File: src/rtl/mmio_uart_tx.sv
// Memory-mapped 8N1 UART transmitter on the NBBPU data bus: a TX FIFO feeds a bit serializer.
// Define MMIO_UART_TX_IRQ_EN to add the irq output and the IRQ_ENABLE bit (STATUS write bit 4).
module mmio_uart_tx #(
   parameter int          FIFO_DEPTH      = 8,
   parameter logic [15:0] DEFAULT_DIVISOR = 16'd103
) (
   input  logic        clock,
   input  logic        reset,
   input  logic        select,
   input  logic        read_enable,
   input  logic        write_enable,
   input  logic [15:0] address,
   input  logic [15:0] write_data,
   output logic [15:0] read_data,
   output logic        tx
`ifdef MMIO_UART_TX_IRQ_EN
   ,
   output logic        irq
`endif
);

   localparam int PW = $clog2(FIFO_DEPTH);
   localparam int CW = PW + 1;

   typedef enum logic [1:0] {S_IDLE, S_START, S_DATA, S_STOP} state_t;

   state_t          state_q, state_d;
   logic [PW-1:0]   wr_ptr_q, wr_ptr_d;
   logic [PW-1:0]   rd_ptr_q, rd_ptr_d;
   logic [CW-1:0]   count_q, count_d;
   logic            overflow_q, overflow_d;
   logic [15:0]     divisor_q, divisor_d;
   logic [15:0]     bit_div_q, bit_div_d;
   logic [15:0]     div_cnt_q, div_cnt_d;
   logic [2:0]      bit_cnt_q, bit_cnt_d;
   logic [7:0]      shift_q, shift_d;
   logic            tx_q, tx_d;
   logic [15:0]     read_data_q, read_data_d;
   logic [7:0]      fifo_mem [FIFO_DEPTH];

   logic            bus_rd, bus_wr, push, pop, push_ok, full, empty, bit_end, irq_en_bit;
   logic [4:0]      count_ext;
   logic [15:0]     status_word;
   logic            unused_addr;

   assign unused_addr = ^address[15:2];

   assign bus_rd    = select & read_enable;
   assign bus_wr    = select & write_enable;
   assign full      = (count_q == CW'(FIFO_DEPTH));
   assign empty     = (count_q == '0);
   assign push      = bus_wr && (address[1:0] == 2'd0);
   assign pop       = (state_q == S_IDLE) && !empty;
   // A push into a full FIFO still lands if the serializer pops on the same edge.
   assign push_ok   = push && (!full || pop);
   assign count_ext = 5'(count_q);

`ifdef MMIO_UART_TX_IRQ_EN
   logic irq_en_q, irq_en_d, irq_q;
   assign irq_en_bit = irq_en_q;
   assign irq        = irq_q;
   always_comb begin
      irq_en_d = irq_en_q;
      if (bus_wr && (address[1:0] == 2'd1)) irq_en_d = write_data[4];
   end
   always_ff @(posedge clock or posedge reset) begin
      if (reset) begin
         irq_en_q <= 1'b0;
         irq_q    <= 1'b0;
      end else begin
         irq_en_q <= irq_en_d;
         irq_q    <= irq_en_q && (state_q == S_IDLE) && empty;
      end
   end
`else
   assign irq_en_bit = 1'b0;
`endif

   assign status_word = {3'b000, count_ext, 3'b000, irq_en_bit, overflow_q, empty, full,
                         (state_q != S_IDLE)};

   // Bus side: FIFO pointers, sticky overflow, divisor register and registered read data.
   always_comb begin
      wr_ptr_d    = wr_ptr_q;
      rd_ptr_d    = rd_ptr_q;
      count_d     = count_q;
      overflow_d  = overflow_q;
      divisor_d   = divisor_q;
      read_data_d = read_data_q;
      if (push_ok) wr_ptr_d = wr_ptr_q + PW'(1);
      if (pop)     rd_ptr_d = rd_ptr_q + PW'(1);
      case ({push_ok, pop})
         2'b10:   count_d = count_q + CW'(1);
         2'b01:   count_d = count_q - CW'(1);
         default: count_d = count_q;
      endcase
      if (bus_rd && (address[1:0] == 2'd1)) overflow_d = 1'b0;
      if (push && !push_ok)                 overflow_d = 1'b1;
      if (bus_wr && (address[1:0] == 2'd2)) divisor_d = write_data;
      if (bus_rd) begin
         case (address[1:0])
            2'd1:    read_data_d = status_word;
            2'd2:    read_data_d = divisor_q;
            default: read_data_d = 16'h0000;
         endcase
      end
   end

   // Serializer: each symbol is held for bit_div_q+1 clocks; tx_d is the level after this edge.
   assign bit_end = (div_cnt_q == bit_div_q);

   always_comb begin
      state_d   = state_q;
      bit_div_d = bit_div_q;
      div_cnt_d = div_cnt_q;
      bit_cnt_d = bit_cnt_q;
      shift_d   = shift_q;
      tx_d      = tx_q;
      case (state_q)
         S_IDLE: begin
            tx_d = 1'b1;
            if (!empty) begin
               shift_d   = fifo_mem[rd_ptr_q];
               bit_div_d = divisor_q;
               div_cnt_d = 16'd0;
               bit_cnt_d = 3'd0;
               tx_d      = 1'b0;
               state_d   = S_START;
            end
         end
         S_START: begin
            if (bit_end) begin
               div_cnt_d = 16'd0;
               tx_d      = shift_q[0];
               state_d   = S_DATA;
            end else begin
               div_cnt_d = div_cnt_q + 16'd1;
            end
         end
         S_DATA: begin
            if (bit_end) begin
               div_cnt_d = 16'd0;
               if (bit_cnt_q == 3'd7) begin
                  tx_d    = 1'b1;
                  state_d = S_STOP;
               end else begin
                  bit_cnt_d = bit_cnt_q + 3'd1;
                  shift_d   = {1'b0, shift_q[7:1]};
                  tx_d      = shift_q[1];
               end
            end else begin
               div_cnt_d = div_cnt_q + 16'd1;
            end
         end
         S_STOP: begin
            if (bit_end) begin
               tx_d    = 1'b1;
               state_d = S_IDLE;
            end else begin
               div_cnt_d = div_cnt_q + 16'd1;
            end
         end
         default: begin
            tx_d    = 1'b1;
            state_d = S_IDLE;
         end
      endcase
   end

   always_ff @(posedge clock) begin
      if (push_ok) fifo_mem[wr_ptr_q] <= write_data[7:0];
   end

   always_ff @(posedge clock or posedge reset) begin
      if (reset) begin
         state_q     <= S_IDLE;
         wr_ptr_q    <= '0;
         rd_ptr_q    <= '0;
         count_q     <= '0;
         overflow_q  <= 1'b0;
         divisor_q   <= DEFAULT_DIVISOR;
         bit_div_q   <= DEFAULT_DIVISOR;
         div_cnt_q   <= 16'd0;
         bit_cnt_q   <= 3'd0;
         shift_q     <= 8'h00;
         tx_q        <= 1'b1;
         read_data_q <= 16'h0000;
      end else begin
         state_q     <= state_d;
         wr_ptr_q    <= wr_ptr_d;
         rd_ptr_q    <= rd_ptr_d;
         count_q     <= count_d;
         overflow_q  <= overflow_d;
         divisor_q   <= divisor_d;
         bit_div_q   <= bit_div_d;
         div_cnt_q   <= div_cnt_d;
         bit_cnt_q   <= bit_cnt_d;
         shift_q     <= shift_d;
         tx_q        <= tx_d;
         read_data_q <= read_data_d;
      end
   end

   assign tx        = tx_q;
   assign read_data = read_data_q;

endmodule

File: config.mk
export PLATFORM = sky130hd
export DESIGN_NAME = mmio_uart_tx
export DESIGN_NICKNAME = d
export VERILOG_FILES = /design/src/rtl/mmio_uart_tx.sv
export SDC_FILE = /design/constraint.sdc
export NUM_CORES = 1
export LEC_CHECK = 0
export ABC_AREA = 0
export CAP_MARGIN = 20
export CORE_MARGIN = 4
export CORE_UTILIZATION = 65
export CTS_BUF_LIST = sky130_fd_sc_hd__clkbuf_4 sky130_fd_sc_hd__clkbuf_8
export CTS_CLUSTER_DIAMETER = 200
export CTS_CLUSTER_SIZE = 10
export DETAILED_ROUTE_END_ITERATION = 7
export PLACE_DENSITY = 0.88
export SLEW_MARGIN = 10
export SYNTH_ARGS = -nofsm -noshare
export SYNTH_HDL_FRONTEND = slang
export SYNTH_SLANG_ARGS = --single-unit
File: constraint.sdc
create_clock -name clock -period 4.6 [get_ports clock]
set_clock_uncertainty 0.05 [all_clocks]
set_input_delay 0.69 -clock clock [delete_from_list [all_inputs] [get_ports clock]]
set_output_delay 0.69 -clock clock [all_outputs]
set_load 0.01 [all_outputs]
Word level (Yosys, flattened, before mapping). Memories as Yosys holds them, arrays and structs flattened. Index checks and enable logic that the tools add are counted. Widths: inputs -> output; s select.

Bits in registers: 89. Word-level logic and storage cells: 92. Memory bits (writable): 64. Memories kept: 1. Input bits: 37. Output and inout bits: 17.

Mux-type cells: 30. Add/sub/neg operators: 6. Reduce and logical (&&, ||, !) cells: 23. Eq/ne operators: 17. Bitwise gates (word level): 3.

Memory list: fifo_mem (depth 8, bits a word 8, read ports 1, clocked after Yosys merged registers in 0, wr ports 1, RTL line 39) `logic [7:0] fifo_mem [FIFO_DEPTH];`.

Operators by type and width (count): $mux 16 (3); $pmux 16 s3 (1); $pmux 16 s2 (1); $mux 8 (3); $add 16x1->16 const B (1); $eq 16x16->1 (1); $pmux 8 s2 (1); $ne 2x2->1 const B (7); $mux 2 (5); $add 3x1->3 const B (3); $mux 1 (9); $mux 3 (3); $eq 2x2->1 const B (4); $pmux 2 s4 (1); $pmux 4 s2 (1); $reduce_bool 2->1 (4); $eq 2x1->1 const B (3); $logic_and 1x1->1 (6); $pmux 3 s2 (1); $reduce_and 5->1 (1); $add 4x1->4 const B (1); $eq 4x4->1 const B (1); $logic_not 2->1 (2); $logic_not 4->1 (1); 11 further kinds (15).

Depth between registers and ports, before layout. Gate-level depths: netlist of the first run.

Depth in word-level cells: 8. Gate-level depth with buffers: 11. Mapped depth without buffers: 10.

Worst setup path after synthesis of the first run. Ideal clock, no wire load.

Path kind: input-to-reg. Start: in address[0]. End: mem fifo_mem[2][0] (enable). Data required time: 4.152 ns. Path buffers: 0. Slack: 1.874 ns. Stages on the path: 5. Library setup time: 0.398 ns. Arrival time: 2.278 ns. Cells stage by stage: inv_1 > ha_1 > nand3_1 > o21bai_1 > nor4b_1.

Longest elaborated chain between the ends: 5.

RTL lines: start: declaration (RTL line 12) `input logic [15:0] address,`; $logic_not 2->1 (RTL line 52) `assign push = bus_wr && (address[1:0] == 2'd0);`; $logic_and 1x1->1 (RTL line 52); $logic_and 1x1->1 (RTL line 55) `assign push_ok = push && (!full || pop);`; $mux 1 (RTL line 171) `if (push_ok) fifo_mem[wr_ptr_q] <= write_data[7:0];`; $mux 1 (not written as such) (RTL line 171); end: declaration (RTL line 39).

No other way between the ends.

Final worst setup path of the first run.
Start: reg state_q[0]. End: mem fifo_mem[7][1] (enable).

Longest elaborated chain between the ends: 6.

RTL lines: start: declaration (RTL line 27) `state_t state_q, state_d;`; start signal: assignment (RTL line 189) `state_q <= state_d;`; $logic_not 2->1 (RTL line 53) `assign pop = (state_q == S_IDLE) && !empty;`; $logic_and 1x1->1 (RTL line 53); $logic_or 1x1->1 (RTL line 55); $logic_and 1x1->1 (RTL line 55); $mux 1 (RTL line 171); $mux 1 (not written as such) (RTL line 171).

No other way between the ends.

==> metrics.cfg, run 1 <==
[run_status]
status = completed

[route]
routed_wl_mm = 14.3
vias = 4429
drc = 0
ant_nets = 0
first_pass_iters = 5
drt_iter0_drc = 457
wl_per_cell_um = 19.9
vias_per_cell = 6.17

[synth]
async_flop_share_pct = 58.2
syn_area_um2 = 6830
synth_nets = 578
synth.area.top_cells = dfrtp_1 (29%), edfxtp_1 (28%), nand2_1 (5.8%), mux4_2 (5.3%), dfstp_2 (4.2%)
synth-seq-cells = 153
ys_types = 60
netlist.area_leader.share_pct = 28.6
syn_avg_cell_area_um2 = 13.0
synth_cells = 527
yosysTopAreaCell = dfrtp_1
synth-edff-count = 64
ys_seq_area_share_pct = 60.9
yosys_warnings = 0
ys.flop_type = dfrtp_1

[global_route]
overflow = 0
grt_pass1_vias = 4502
antenna_found_initial = 0
grtUsageTotal_pct = 24.3
grt_max_degree = 36
grt_pass1_wl_mm = 23.1

[place]
gp_congestion = 0.836
place_inst = 686
dp_hpwl_mm = 9.42
io_buffers = 39

[clock_tree]
clk_pin_slew_ps = 90
cts_buffers = 17
clock-sinks = 153
clk_path_buf_depth = 2
post_cts_buffers = 0
ctsHoldBuffers = 0
root_buffer = clkbuf_8
ctsResizeCount = 0
cts_tree = built
htreeDepth = 4
clk_latency_ps = 460

[power_and_ir_drop]
peakVddDrop_mv = 0.367
p_per_area_nw_per_um2 = 553
power.leakage_nw = 3.15
p_comb_share_pct = 31.3
clkPwrFrac_pct = 22.9
p_sw_mw = 1.53
swShare_pct = 35.8
p_seq_share_pct = 45.9
internal_power_mw = 2.75

[floorplan]
io_pins = 54
num_rows = 37
start_util_pct = 66.5
die_width_um = 111
die_h_um = 111
fp.coreArea_um2 = 10300
die_area_um2 = 12200

[setup_path]
endpoint_kind = flop
critPathRequiredTime_ps = 4640
crit_path_max_fanout = 9
start_kind = flop
cp.arrival_ps = 3080
crit_type = flop to flop

[layout]
layout_commonest_cell = nand2_1
layout-drive-gt1-share_pct = 17.7
area_delta_synth_final_pct = 13.4
n_fill_cell = 644
n_antenna_cell = 0
nets = 621
fin_cells = 718
final_cell_mix = nand2_1 (106), dfrtp_1 (78), edfxtp_1 (64)

[flow_run]
maxCapViolCount = 0

[sta]
worst_pin_slew_ps = 989
rsz0062_at_grt = no
hold_viol_final = 0
fmax_mhz = 329
slew_violations = 0
max-slew-margin-rel_pct = 33.7
final-setup-viol-count = 0
finalCritPeriodShare_pct = 66.1
tns_ps = 0
period_needed_ps = 3040

[min_path]
hp-class = flop to flop

registers in the layout, summed over array words and instances (netlist names):
register,cells
bit_cnt_q,3
bit_div_q,16
count_q,4
div_cnt_q,16
divisor_q,16
fifo_mem,64
overflow_q,1
rd_ptr_q,3
read_data,16
shift_q,8
state_q,2
tx,1
wr_ptr_q,3
synthesized netlist by cell type, drive strengths merged (2+ instances only):
master  number
a211oi       2
a21o         2
a21oi        4
a221o        2
a22o         7
a22oi        7
a31o         4
a31oi        3
and3         2
buf         11
clkbuf      15
dfrtp       78
dfstp       11
edfxtp      64
ha          14
inv          9
mux2        27
mux2i        7
mux4        16
nand2      106
nand3       10
nand4        3
nor2        14
nor2b        2
nor3        12
nor3b        5
nor4         6
nor4b        3
o21a         2
o21ai       36
o21bai       2
o31ai        2
or3          2
xnor2        6
xor2        19
stage by stage:
step | setup WS, ps | power [mW] | hold slack [ps] | instance area, um^2 | util (%)
2_1_floorplan | 1570 | 2.96 | 390 | 6830 | -
3_5_place_dp | 1220 | 3.29 | 407 | 7360 | 71.6
4_1_cts | 1630 | 4.26 | 424 | 7730 | 75.2
3_3_place_gp | 1340 | 3.20 | 403 | 7340 | 71.4
6_report | 1560 | 4.28 | 429 | 7750 | 75.4
5_1_grt | 1410 | 4.52 | 448 | 7750 | 75.4
layer usage:
metal  wire length, um  track usage [%]
met4               250             8.78
met5                 0                0
met2              7290             39.8
met3               639             5.59
met1              6130             32.3
layout make-up:
class                           count  area (um^2)  share of cell area [%]
Sequential cell                   153         4160                    53.7
Clock inverter                     14          140                    1.81
Multi-Input combinational cell    338         2510                    32.4
Clock buffer                       17          234                    3.02
Tap cell                          136          170                    2.20
Inverter                           10         38.8                   0.501
Timing Repair Buffer               50          493                    6.36
power groups by stage:
| stage | Sequential, mW | Combinational [mW] | Clock (mW) |
|---|---|---|---|
| 2_1_floorplan | 1.84 | 1.12 | 0 |
| 3_3_place_gp | 1.99 | 1.21 | 0 |
| 3_5_place_dp | 2.00 | 1.29 | 0 |
| 4_1_cts | 1.98 | 1.30 | 0.983 |
| 5_1_grt | 2.00 | 1.47 | 1.05 |
| 6_report | 1.97 | 1.34 | 0.980 |
worst paths after layout:
| path | startpoint | endpoint | slack, ps | cells after the start |
|---|---|---|---|---|
| setup reg to reg | state_q[0] | fifo_mem[7][1] | 1560 | 6 |
| setup / recovery | state_q[0] | fifo_mem[7][1] | 1560 | 6 |
| max in group asynchronous | reset | bit_div_q[0] | 3190 | 3 |
| hold / removal | divisor_q[6] | bit_div_q[6] | 430 | 2 |
| min in group asynchronous | reset | divisor_q[13] | 550 | 2 |
| hold reg to reg | divisor_q[6] | bit_div_q[6] | 430 | 2 |
cells by family after synthesis:
| kind of cell | after synthesis | share of synthesized area [%] |
|---|---|---|
| simple gates | 169 | 12.1 |
| flops | 153 | 60.9 |
| compound gates | 80 | 7.75 |
| mux | 50 | 11.1 |
| buf+inv | 36 | 2.33 |
| xor+xnor | 25 | 3.21 |
| fa+ha+maj | 14 | 2.56 |
worst max-delay path: stages, from the launching register on:
cell     delay, ps
dfrtp_1        420
inv_1          140
ha_1           440
inv_1          150
a31oi_1        540
nand2_1        210
nor2_1         720
No activity file was read; power rests on OpenSTA's default activity.
==> run 2: changes to the inputs <==
--- a/config.mk
+++ b/config.mk
@@ -8,12 +8,12 @@
 export ABC_AREA = 0
 export CAP_MARGIN = 20
 export CORE_MARGIN = 4
-export CORE_UTILIZATION = 65
+export CORE_UTILIZATION = 60
 export CTS_BUF_LIST = sky130_fd_sc_hd__clkbuf_4 sky130_fd_sc_hd__clkbuf_8
 export CTS_CLUSTER_DIAMETER = 200
 export CTS_CLUSTER_SIZE = 10
 export DETAILED_ROUTE_END_ITERATION = 7
-export PLACE_DENSITY = 0.88
+export PLACE_DENSITY = 0.82
 export SLEW_MARGIN = 10
 export SYNTH_ARGS = -nofsm -noshare
 export SYNTH_HDL_FRONTEND = slang
==> constraint.sdc (replaced) <==
create_clock -name clock -period 3.1 [get_ports clock]
set_clock_uncertainty 0.05 [all_clocks]
set_input_delay 0.465 -clock clock [delete_from_list [all_inputs] [get_ports clock]]
set_output_delay 0.465 -clock clock [all_outputs]
set_load 0.01 [all_outputs]
==> metrics.cfg, run 2 (synthesized netlist as in run 1, its figures left out) <==
[global_route]
met2_usage_pct = 35.9  ; -4.0 points
grtUsageTotal_pct = 22.7  ; -1.7 points
grt_pass1_wl_mm = 22.7  ; -1.7%
grt_pass1_vias = 4368  ; -3.0%
grt_max_degree = 57  ; +58%
antenna_found_initial = 0  ; unchanged
overflow = 0  ; unchanged
top_usage_layer = met2
grt_util_met3_pct = 4.49  ; -1.1 points
use_met1_pct = 32.1  ; -0.24 points

[clock_tree]
htreeDepth = 4  ; unchanged
clk_latency_ps = 450  ; about the same
ctsResizeCount = 0  ; unchanged
clk_pin_slew_ps = 90  ; about the same
post_cts_buffers = 0  ; unchanged
cts_tree = built
cts_buffers = 17  ; unchanged
root_buffer = clkbuf_8
clk_path_buf_depth = 2  ; unchanged
ctsHoldBuffers = 0  ; unchanged
clock-sinks = 153  ; unchanged

[layout]
n_antenna_cell = 0  ; unchanged
final_cell_area_um2 = 7820  ; +0.90%
utilization_pct = 71.2  ; -4.2 points
top_register = fifo_mem
final_cell_mix = nand2_1 (106), dfrtp_1 (78), edfxtp_1 (64)
area_delta_synth_final_pct = 14.5
layout_commonest_cell = nand2_1
n_fill_cell = 719  ; +12%
fin_cells = 728  ; +1.4%
nets = 626  ; +0.81%
layout-drive-gt1-share_pct = 18.4  ; +0.67 points
largest_reg_flops = 64  ; unchanged

[flow_run]
maxCapViolCount = 0  ; unchanged

[setup_path]
start_kind = flop
critPathRequiredTime_ps = 3390  ; -1250 ps
crit_path_max_fanout = 9  ; unchanged
cp.arrival_ps = 3040  ; -40 ps
r2r_cells = 10  ; +4
endpoint_kind = flop
crit_type = flop to flop

[power_and_ir_drop]
peakVddDrop_mv = 0.504  ; +37%
p_comb_share_pct = 31.4  ; about the same
power_mw = 6.46  ; +51%
p_seq_share_pct = 44.6  ; -1.3 points
p_per_area_nw_per_um2 = 826  ; +49%
swShare_pct = 34.2  ; -1.6 points
power.leakage_nw = 3.20  ; +1.5%
internal_power_mw = 4.25  ; +54%
p_sw_mw = 2.21  ; +44%
clkPwrFrac_pct = 24.1  ; +1.2 points

[floorplan]
start_util_pct = 62.2  ; -4.3 points
die_width_um = 115  ; +3.8%
fp.coreArea_um2 = 11000  ; +6.9%
die_h_um = 115  ; +3.8%
die_area_um2 = 13200  ; +7.7%
io_pins = 54  ; unchanged
num_rows = 38  ; +2.7%

[route]
ant_nets = 0  ; unchanged
vias_per_cell = 5.99  ; -2.8%
first_pass_iters = 5  ; unchanged
wl_per_cell_um = 18.7  ; -6.4%
vias = 4363  ; -1.5%
drc = 0  ; unchanged
routed_wl_mm = 13.6  ; -5.1%
drt_iter0_drc = 281  ; -39%

[min_path]
hp-class = primary input to asynchronous set/reset pin

[place]
place_inst = 696  ; +1.5%
gp_congestion = 0.825  ; -1.2%
dp_hpwl_mm = 9.42  ; about the same
dpl_cell_area_um2 = 7410  ; +0.68%
io_buffers = 39  ; unchanged
dp_slack_ps = 427  ; -793 ps

[sta]
worst_pin_slew_ps = 795  ; -194 ps
max-slew-margin-rel_pct = 47.0  ; +13 points
hold_slack_ps = 342  ; -87.2 ps
rsz0062_at_grt = no
finalCritPeriodShare_pct = 88.8  ; +23 points
tns_ps = 0  ; unchanged
fin_ws_ps = 347  ; -1210 ps
hold_viol_final = 0  ; unchanged
fmax_mhz = 363  ; +10%
slew_violations = 0  ; unchanged
final-setup-viol-count = 0  ; unchanged
period_needed_ps = 2750  ; -288 ps

[run_status]
status = completed

[run 2: cell types whose count changed in the layout (fill, tap and decap cells not counted)]
| cell | previous run | this run |
|---|---|---|
| clkinv_1 | 2 | 3 |
| inv_6 | 4 | 5 |
| clkbuf_4 | 0 | 1 |
| clkinv_2 | 1 | 3 |
| bufinv_16 | 1 | 3 |
| inv_8 | 2 | 0 |
| buf_8 | 1 | 0 |
| clkinvlp_4 | 3 | 1 |
| buf_4 | 9 | 15 |
| clkinv_4 | 3 | 1 |
[run 2: layout make-up]
class / instances / area, um^2 / share of cell area, %
Clock buffer: 18 / 241 / 3.09
Multi-Input combinational cell: 338 / 2510 / 32.1
Inverter: 10 / 38.8 / 0.496
Timing Repair Buffer: 55 / 523 / 6.69
Sequential cell: 153 / 4160 / 53.2
Tap cell: 140 / 175 / 2.24
Clock inverter: 14 / 168 / 2.14
[run 2: final timing paths]
check | end | start | slack [ps]
worst max-delay path | count_q[2] | state_q[0] | 350
worst min-delay path | div_cnt_q[12] | reset | 340
worst max register to register | count_q[2] | state_q[0] | 350
worst min register to register | bit_div_q[2] | bit_div_q[2] | 420
max in group asynchronous | bit_div_q[2] | reset | 1910
min in group clock | bit_div_q[2] | bit_div_q[2] | 420
[run 2: power by group through the flow]
| stage | logic, mW | registers, mW | clock network, mW |
|---|---|---|---|
| after global routing | 2.24 | 2.93 | 1.68 |
| after CTS | 2.04 | 2.87 | 1.57 |
| after floorplan | 1.65 | 2.73 | 0 |
| after global placement | 1.91 | 2.89 | 0 |
| final | 2.02 | 2.88 | 1.55 |
| after detailed placement | 2.01 | 2.90 | 0 |
[run 2: critical path, cell delays in order (launching register included)]
cell	delay (ps)
dfrtp_1	440
inv_1	150
ha_1	420
inv_1	130
nor2_1	410
nand2_1	200
xnor2_1	170
ha_1	220
nor3_1	230
a31oi_1	90
xnor2_1	130
[run 2: metal layers]
layer	part of all wire (%)	vias up	wire length, um
met5	0	-	0
met4	1.7	0	226
met3	4.3	19	589
met2	50	107	6850
met1	44	2226	5910
li1	-	2011	-
==> run 3: changes to the inputs <==
==> constraint.sdc (replaced) <==
create_clock -name clock -period 2.6 [get_ports clock]
set_clock_uncertainty 0.05 [all_clocks]
set_input_delay 0.39 -clock clock [delete_from_list [all_inputs] [get_ports clock]]
set_output_delay 0.39 -clock clock [all_outputs]
set_load 0.01 [all_outputs]
==> metrics.cfg, run 3 (synthesized netlist as in run 1, its figures left out) <==
[global_route]
antenna_found_initial = 0  ; unchanged
grt_max_degree = 90  ; +58%
overflow = 0  ; unchanged
grt_pass1_vias = 4526  ; +3.6%
grtUsageTotal_pct = 22.7  ; about the same
grt_pass1_wl_mm = 22.9  ; +1.0%

[layout]
largest_reg_flops = 64  ; unchanged
layout-drive-gt1-share_pct = 19.6  ; +1.2 points
layout_commonest_cell = nand2_1
final_cell_mix = nand2_1 (106), dfrtp_1 (78), edfxtp_1 (64)
final_cell_area_um2 = 7860  ; +0.46%
n_antenna_cell = 0  ; unchanged
top_register = fifo_mem
nets = 635  ; +1.4%
area_delta_synth_final_pct = 15.0

[power_and_ir_drop]
clkPwrFrac_pct = 22.4  ; -1.7 points
p_comb_share_pct = 33.1  ; +1.7 points
power.leakage_nw = 3.22  ; +0.75%
p_sw_mw = 2.63  ; +19%
p_seq_share_pct = 44.6  ; about the same
swShare_pct = 34.5  ; +0.35 points
internal_power_mw = 4.98  ; +17%
p_per_area_nw_per_um2 = 969  ; +17%
peakVddDrop_mv = 0.521  ; +3.4%
power_mw = 7.61  ; +18%

[setup_path]
cp.arrival_ps = 2570  ; -470 ps
start_kind = flop
crit_path_max_fanout = 9  ; unchanged
r2r_slack_ps = 130  ; -220 ps
r2r_end = fifo_mem[1][1]
endpoint_kind = flop
endpoint = fifo_mem[1][1]
critPathRequiredTime_ps = 2700  ; -690 ps
critPathLaunch = state_q[0]
r2r-start = state_q[0]
r2r_cells = 8  ; -2
crit_type = flop to flop

[route]
wl_per_cell_um = 18.6  ; -0.16%
first_pass_iters = 5  ; unchanged
drc = 0  ; unchanged
vias_per_cell = 5.95  ; -0.77%
vias = 4383  ; +0.46%
ant_nets = 0  ; unchanged
routed_wl_mm = 13.7  ; +1.1%
drt_iter0_drc = 412  ; +47%

[min_path]
hp-class = primary input to asynchronous set/reset pin

[sta]
period_needed_ps = 2470  ; -279 ps
hold_viol_final = 0  ; unchanged
final-setup-viol-count = 0  ; unchanged
worst_pin_slew_ps = 708  ; -86.4 ps
slew_violations = 0  ; unchanged
finalCritPeriodShare_pct = 95.2  ; +6.4 points
tns_ps = 0  ; unchanged
fin_ws_ps = 125  ; -221 ps
rsz0062_at_grt = no
fmax_mhz = 404  ; +11%
max-slew-margin-rel_pct = 52.7  ; +5.6 points

[clock_tree]
ctsHoldBuffers = 0  ; unchanged
post_cts_buffers = 0  ; unchanged
cts_buffers = 17  ; unchanged
htreeDepth = 4  ; unchanged
clock-sinks = 153  ; unchanged
root_buffer = clkbuf_8
clk_path_buf_depth = 2  ; unchanged
clk_pin_slew_ps = 80  ; about the same
clk_latency_ps = 440  ; about the same
ctsResizeCount = 0  ; unchanged
cts_tree = built

[floorplan]
die_width_um = 115  ; unchanged
die_h_um = 115  ; unchanged
io_pins = 54  ; unchanged
start_util_pct = 62.2  ; unchanged
num_rows = 38  ; unchanged
fp.coreArea_um2 = 11000  ; unchanged
die_area_um2 = 13200  ; unchanged

[place]
io_buffers = 39  ; unchanged
dp_hpwl_mm = 9.34  ; -0.79%
dpl_cell_area_um2 = 7480  ; +0.95%
gp_congestion = 0.872  ; +5.7%
dp_slack_ps = -47.6  ; -475 ps

[run_status]
status = completed

[flow_run]
maxCapViolCount = 0  ; unchanged

-- run 3: cell types whose count changed in the layout (fill, tap and decap cells not counted) --
| cell | previous run | this run |
|---|---|---|
| buf_4 | 15 | 24 |
| bufinv_16 | 3 | 1 |
| clkinv_2 | 3 | 1 |
| clkinvlp_4 | 1 | 3 |
| clkbuf_4 | 1 | 2 |
| clkbuf_8 | 17 | 18 |
| inv_6 | 5 | 4 |
| inv_8 | 0 | 1 |
-- run 3: worst min-delay path by stage --
stage / startpoint / endpoint / slack [ps] / cells past startpoint
after global placement: divisor_q[6] / bit_div_q[6] / 400 / 2
final: reset / div_cnt_q[6] / 380 / 3
after CTS: reset / bit_div_q[14] / 390 / 3
after detailed placement: divisor_q[5] / bit_div_q[5] / 410 / 2
after floorplan: divisor_q[1] / bit_div_q[1] / 390 / 2
after global routing: reset / bit_div_q[11] / 400 / 3
-- run 3: per-stage QoR --
step	instances	hold WS, ps	util (%)
after global placement	705	399	68.1
after CTS	737	387	71.5
after floorplan	527	390	-
after global routing	737	400	71.5
after detailed placement	705	407	68.1
final	737	377	71.5
-- run 3: power groups by stage --
stage	registers, mW	clock network [mW]	logic, mW
2_1_floorplan	3.26	0	1.97
3_3_place_gp	3.41	0	2.39
3_5_place_dp	3.43	0	2.49
4_1_cts	3.39	1.73	2.54
5_1_grt	3.45	1.83	2.81
6_report	3.39	1.70	2.52
-- run 3: cell type report --
cell class / instances / area (um^2)
clock inverter: 12 / 113
tap: 140 / 175
multi-input combinational: 338 / 2510
inverter: 10 / 41.3
fill: 713 / 3130
timing repair buffer: 64 / 591
sequential: 153 / 4160
clock buffer: 20 / 263
-- run 3: per-layer routing --
| layer | part of all wire (%) | global-route usage [%] | wire length (um) | vias up |
|---|---|---|---|---|
| li1 | - | - | - | 2024 |
| met1 | 43 | 31.0 | 5940 | 2213 |
| met2 | 51 | 36.9 | 6990 | 123 |
| met3 | 4.5 | 5.02 | 611 | 23 |
| met4 | 1.4 | 6.89 | 188 | 0 |
| met5 | 0 | 0 | 0 | - |
-- run 3: critical path, cell delays in order, from the launching register on --
cell and delay (ps):
dfrtp_1 410, inv_1 130, ha_1 420, inv_1 160, a31oi_1 280, buf_4 190
nand2_1 60, nor3_1 240, buf_4 240
==> edit 1: new RTL, settings of run 1 <==
`read_data_q` no longer has a reset.
--- a/src/rtl/mmio_uart_tx.sv
+++ b/src/rtl/mmio_uart_tx.sv
@@ -185,5 +185,4 @@
          shift_q     <= 8'h00;
          tx_q        <= 1'b1;
-         read_data_q <= 16'h0000;
       end else begin
          state_q     <= state_d;
@@ -198,6 +197,9 @@
          shift_q     <= shift_d;
          tx_q        <= tx_d;
-         read_data_q <= read_data_d;
       end
+   end
+
+   always_ff @(posedge clock) begin
+      read_data_q <= read_data_d;
    end
 
Check against the original RTL: not equivalent (a bounded check fails within 4 cycles, from zero or initial values and one cycle with reset high).
==> edit 1 against run 1 <==
- core utilization rose by 0.085 points
- cell area rose by 0.11%
- wire length fell by 3.6%
- worst setup slack improved by 230 ps
- synthesized cell count fell by 4.6%
- total power rose by 2.7%
- critical path type is now in -> reg
- global-route usage fell by 0.32 points
- critical path depth rose by 2
- sequential cell count did not move
- synthesized area barely moved
- fmax rose by 8.3%
==> edit 1: results (changes against run 1) <==
outcome=complete, no violations; placed inst area=7320 µm² (-0.53%); share of layout cells above drive strength 1=18.1% (+0.40 points); sequential area share after synthesis=62.1% (+1.2 points); Arr. time, crit path=2850 ps (-230 ps); number of distinct library cells after synthesis=47 (-22%); worst r2r src=state_q[0]$_DFFE_PP0P_; min-delay src=bit_div_q[2]$_DFFE_PP1P_; Post-Syn Nets=554 (-4.2%); first-pass GRT wire length=22700 µm (-1.9%); CP Max Fanout=8 (-1); vias in the first global route=4370 (-2.9%); mux cell area share after synthesis=11.6% (+0.47 points); LEAKAGE=3.01 nW (-4.3%); overall routing resource usage=24.0% (-0.32 points); Post-synth EDFFs=80 (+25%); DRT iter0 DRCs=447 (-2.2%); Adder-Cell Fraction of Synth Area=2.56% (about the same); Sw Share=33.7% (-2.1 points); post-detail-place hpwl=9210 µm (-2.2%); Final nets=596 (-4.0%); leading post-synthesis cells by instance count=80 x edfxtp_1, 77 x nand2_1, 62 x dfrtp_1; worst slew pin tran=902 ps (-86.2 ps); maximum vdd drop=0.000363 V (-1.0%); Via density=6.17 (about the same); CP Launch Point=address[0]; xor-xnor portion of the synthesized cell area=3.85% (+0.64 points); largest net degree at the start of global routing=43 (+19%); Compound-Gate Fraction of Synth Area=5.00% (-2.7 points); average wire per standard cell=19.9 µm (-0.23%); Final Wtd Congestion=0.831 (-0.56%); Setup WS pre-CTS=1340 ps (+124 ps); ys async rst share=47.7% (-10 points)
edit 1: cell types whose count changed after synthesis, moves of 5 or more:
cell / before / now
a221o_1: 2 / 7
nand4_1: 2 / 8
nand2_1: 106 / 77
xor2_1: 19 / 1
o21ai_1: 8 / 0
edfxtp_1: 64 / 80
dfrtp_1: 78 / 62
o21ai_0: 28 / 9
nor2b_1: 2 / 14
a22o_1: 7 / 0
xnor2_1: 6 / 29
and2_1: 1 / 16
edit 1: path summary, 6_finish.rpt:
kind	end	slack, ps	cells past startpoint
setup / recovery	fifo_mem[5][3]$_DFFE_PP_	1790	8
setup reg to reg	fifo_mem[5][3]$_DFFE_PP_	1880	6
hold reg to reg	bit_div_q[2]$_DFFE_PP1P_	430	2
max in group asynchronous	divisor_q[2]$_DFFE_PP1P_	2960	3
hold / removal	bit_div_q[2]$_DFFE_PP1P_	430	2
min in group asynchronous	bit_cnt_q[1]$_DFFE_PP0P_	690	2
edit 1: power by group through the flow:
stage               Clock [mW]  Sequential (mW)  Combinational (mW)
global route              1.15             2.01                1.48
CTS                       1.08             1.99                1.32
global placement             0             2.00                1.22
finish                    1.07             1.98                1.35
floorplan                    0             1.86                1.14
detailed placement           0             2.01                1.30
edit 1: per-stage QoR:
stage / hold WS [ps] / cells / total power [mW]
2_1_floorplan: 387 / 503 / 3.00
3_3_place_gp: 404 / 661 / 3.22
3_5_place_dp: 406 / 661 / 3.32
4_1_cts: 424 / 693 / 4.39
5_1_grt: 447 / 694 / 4.64
6_report: 427 / 694 / 4.40
edit 1: area by class of cell:
type | count | area, µm²
Inverter | 12 | 45.0
Clock buffer | 20 | 256
Fill cell | 609 | 2520
Timing Repair Buffer | 48 | 465
Multi-Input combinational cell | 313 | 2410
Clock inverter | 12 | 165
Sequential cell | 153 | 4240
Tap cell | 136 | 170
edit 1: worst max-delay path: stages:
cell	delay, ps
clkdlybuf4s50_1	420
inv_1	90
ha_1	140
nand3_1	200
o21bai_1	350
inv_1	200
nand2_1	120
nor2_1	630
edit 1: cell families (layout without fill, tap and decap cells):
family,after synthesis,count (layout)
simple gates,170,170
flops,153,153
mux,53,53
compound gates,46,46
buf+inv,37,92
xor+xnor,30,30
fa+ha+maj,14,14
edit 1: routing by layer:
metal	vias up	share of wire [%]	track usage, %
met3	41	7.0	7.34
met1	2152	40	31.1
met5	-	0	0
met2	190	50	37.9
li1	1901	-	-
met4	0	2.9	10.2
==> edit 2: new RTL, config.mk and constraints of run 1 <==
Made on the original files. `FIFO_DEPTH`: 8 -> 16.
--- a/src/rtl/mmio_uart_tx.sv
+++ b/src/rtl/mmio_uart_tx.sv
@@ -2,5 +2,5 @@
 // Define MMIO_UART_TX_IRQ_EN to add the irq output and the IRQ_ENABLE bit (STATUS write bit 4).
 module mmio_uart_tx #(
-   parameter int          FIFO_DEPTH      = 8,
+   parameter int          FIFO_DEPTH      = 16,
    parameter logic [15:0] DEFAULT_DIVISOR = 16'd103
 ) (
Formal check against the unedited RTL: no difference found for any inputs over 4 cycles, from zero or initial values and one cycle with reset high; that may be too few to reach the edited logic, so the function may still have changed.
==> edit 2 against run 1 <==
- critical path depth up 8
- cell area increased by 38%
- fmax shrank 18%
- global-route usage grew 1.2 points
- sequential power rose by 39%
- sequential cell count up 67
- non-clock buffer count is 1 lower
- wire length increased by 45%
- worst setup slack worse by 660 ps
- cell count rose by 31%
- total power up 39%
- synthesized area up 43%
- first-iteration DRC count increased by 57%
- worst hold slack got worse by 5.4 ps
==> edit 2: results (changes against run 1) <==
Arr. time, crit path=4100 ps (+1020 ps); clock sink count=220 (+44%); count of multi-input gates=408 (+21%); worst-path cell with the longest stage delay=ha_1; DRT iter0 DRCs=716 (+57%); largest net degree at the start of global routing=56 (+56%); cells after synthesis=702 (+33%); overall routing resource usage=25.5% (+1.2 points); Non-clk bufs=49 (-2.0%); Die Wd=130 µm (+18%); total CTS buffers=25 (+8); CP Max Fanout=20 (+11); power in the clock group=1.32 mW (+35%); Vias=6136 (+39%); average wire per standard cell=22.2 µm (+11%); Final Wtd Congestion=0.882 (+5.6%); LEAKAGE=4.04 nW (+28%); total routed wirelength=20800 µm (+45%); ys async rst share=41.8% (-16 points); min-delay src=bit_div_q[5]$_DFFE_PP1P_; Multi-input gate area=3260 µm² (+30%); post-detail-place hpwl=13700 µm (+46%); combinational power share=31.7% (+0.4 points); Data buffer area share=4.34% (-2.0 points); Synth area leaders=edfxtp_1 39%, dfrtp_1 21%, mux4_2 7.6%; sequential area share after synthesis=63.2% (+2.3 points); outcome=complete, no violations; Worst Hold End=bit_div_q[5]$_DFFE_PP1P_; Worst R2R Setup Slack=900 ps (-660 ps); FF-to-FF path depth=14 (+8); clock buffer count=45 (+28); sequential cell area share=57.4% (+3.7 points); Final nets=791 (+27%); vias in the first global route=6172 (+37%); Placed Instances=891 (+30%); share of layout cells above drive strength 1=17.4% (-0.30 points); FF-to-FF End=count_ext[4]$_DFFE_PP0P_; worst slew pin tran=1100 ps (+108 ps); post-layout power=5.95 mW (+39%); first-pass GRT wire length=33200 µm (+44%); inverters=30 (+20)
edit 2: cell types whose count changed in the layout (fill, tap and decap cells not counted), sizes merged, moves of 8 or more:
| cell | before | now |
|---|---|---|
| clkbuf | 17 | 45 |
| a31oi | 3 | 15 |
| mux2 | 27 | 19 |
| mux4 | 16 | 33 |
| nand2 | 106 | 90 |
| mux2i | 7 | 21 |
| a21oi | 4 | 14 |
| inv | 14 | 29 |
| edfxtp | 64 | 128 |
| nand3 | 10 | 24 |
edit 2: how the worst max path moves through the flow:
stage	to	slack, ps	depth (start not counted)
after floorplan	bit_cnt_q[0]$_DFFE_PP0P_	1490	1
after global placement	fifo_mem[13][3]$_DFFE_PP_	1200	7
after detailed placement	fifo_mem[13][2]$_DFFE_PP_	990	7
after CTS	count_ext[4]$_DFFE_PP0P_	1030	14
after global routing	count_ext[4]$_DFFE_PP0P_	770	14
final	count_ext[4]$_DFFE_PP0P_	900	14
edit 2: layer usage:
layer	up-vias	routed length, µm	global-route usage [%]
li1	2679	-	-
met1	3129	8310	36.5
met2	280	10300	41.1
met3	48	1740	5.00
met4	0	406	6.84
met5	-	0	0
edit 2: cells by family (layout without fill, tap and decap cells):
group           Yosys count  count (layout)  share of synthesized area, %
flops                   220             220                          63.2
simple gates            178             178                          8.77
compound gates          111             111                          7.72
buf+inv                  74             125                          3.34
mux                      73              73                          12.0
xor+xnor                 26              26                          2.34
fa+ha+maj                20              20                          2.65
edit 2: tightest hold or removal path, stage by stage, from the launching register on:
cell     delay, ps
dfstp_2        380
nand2_1         50
nand2_1         40
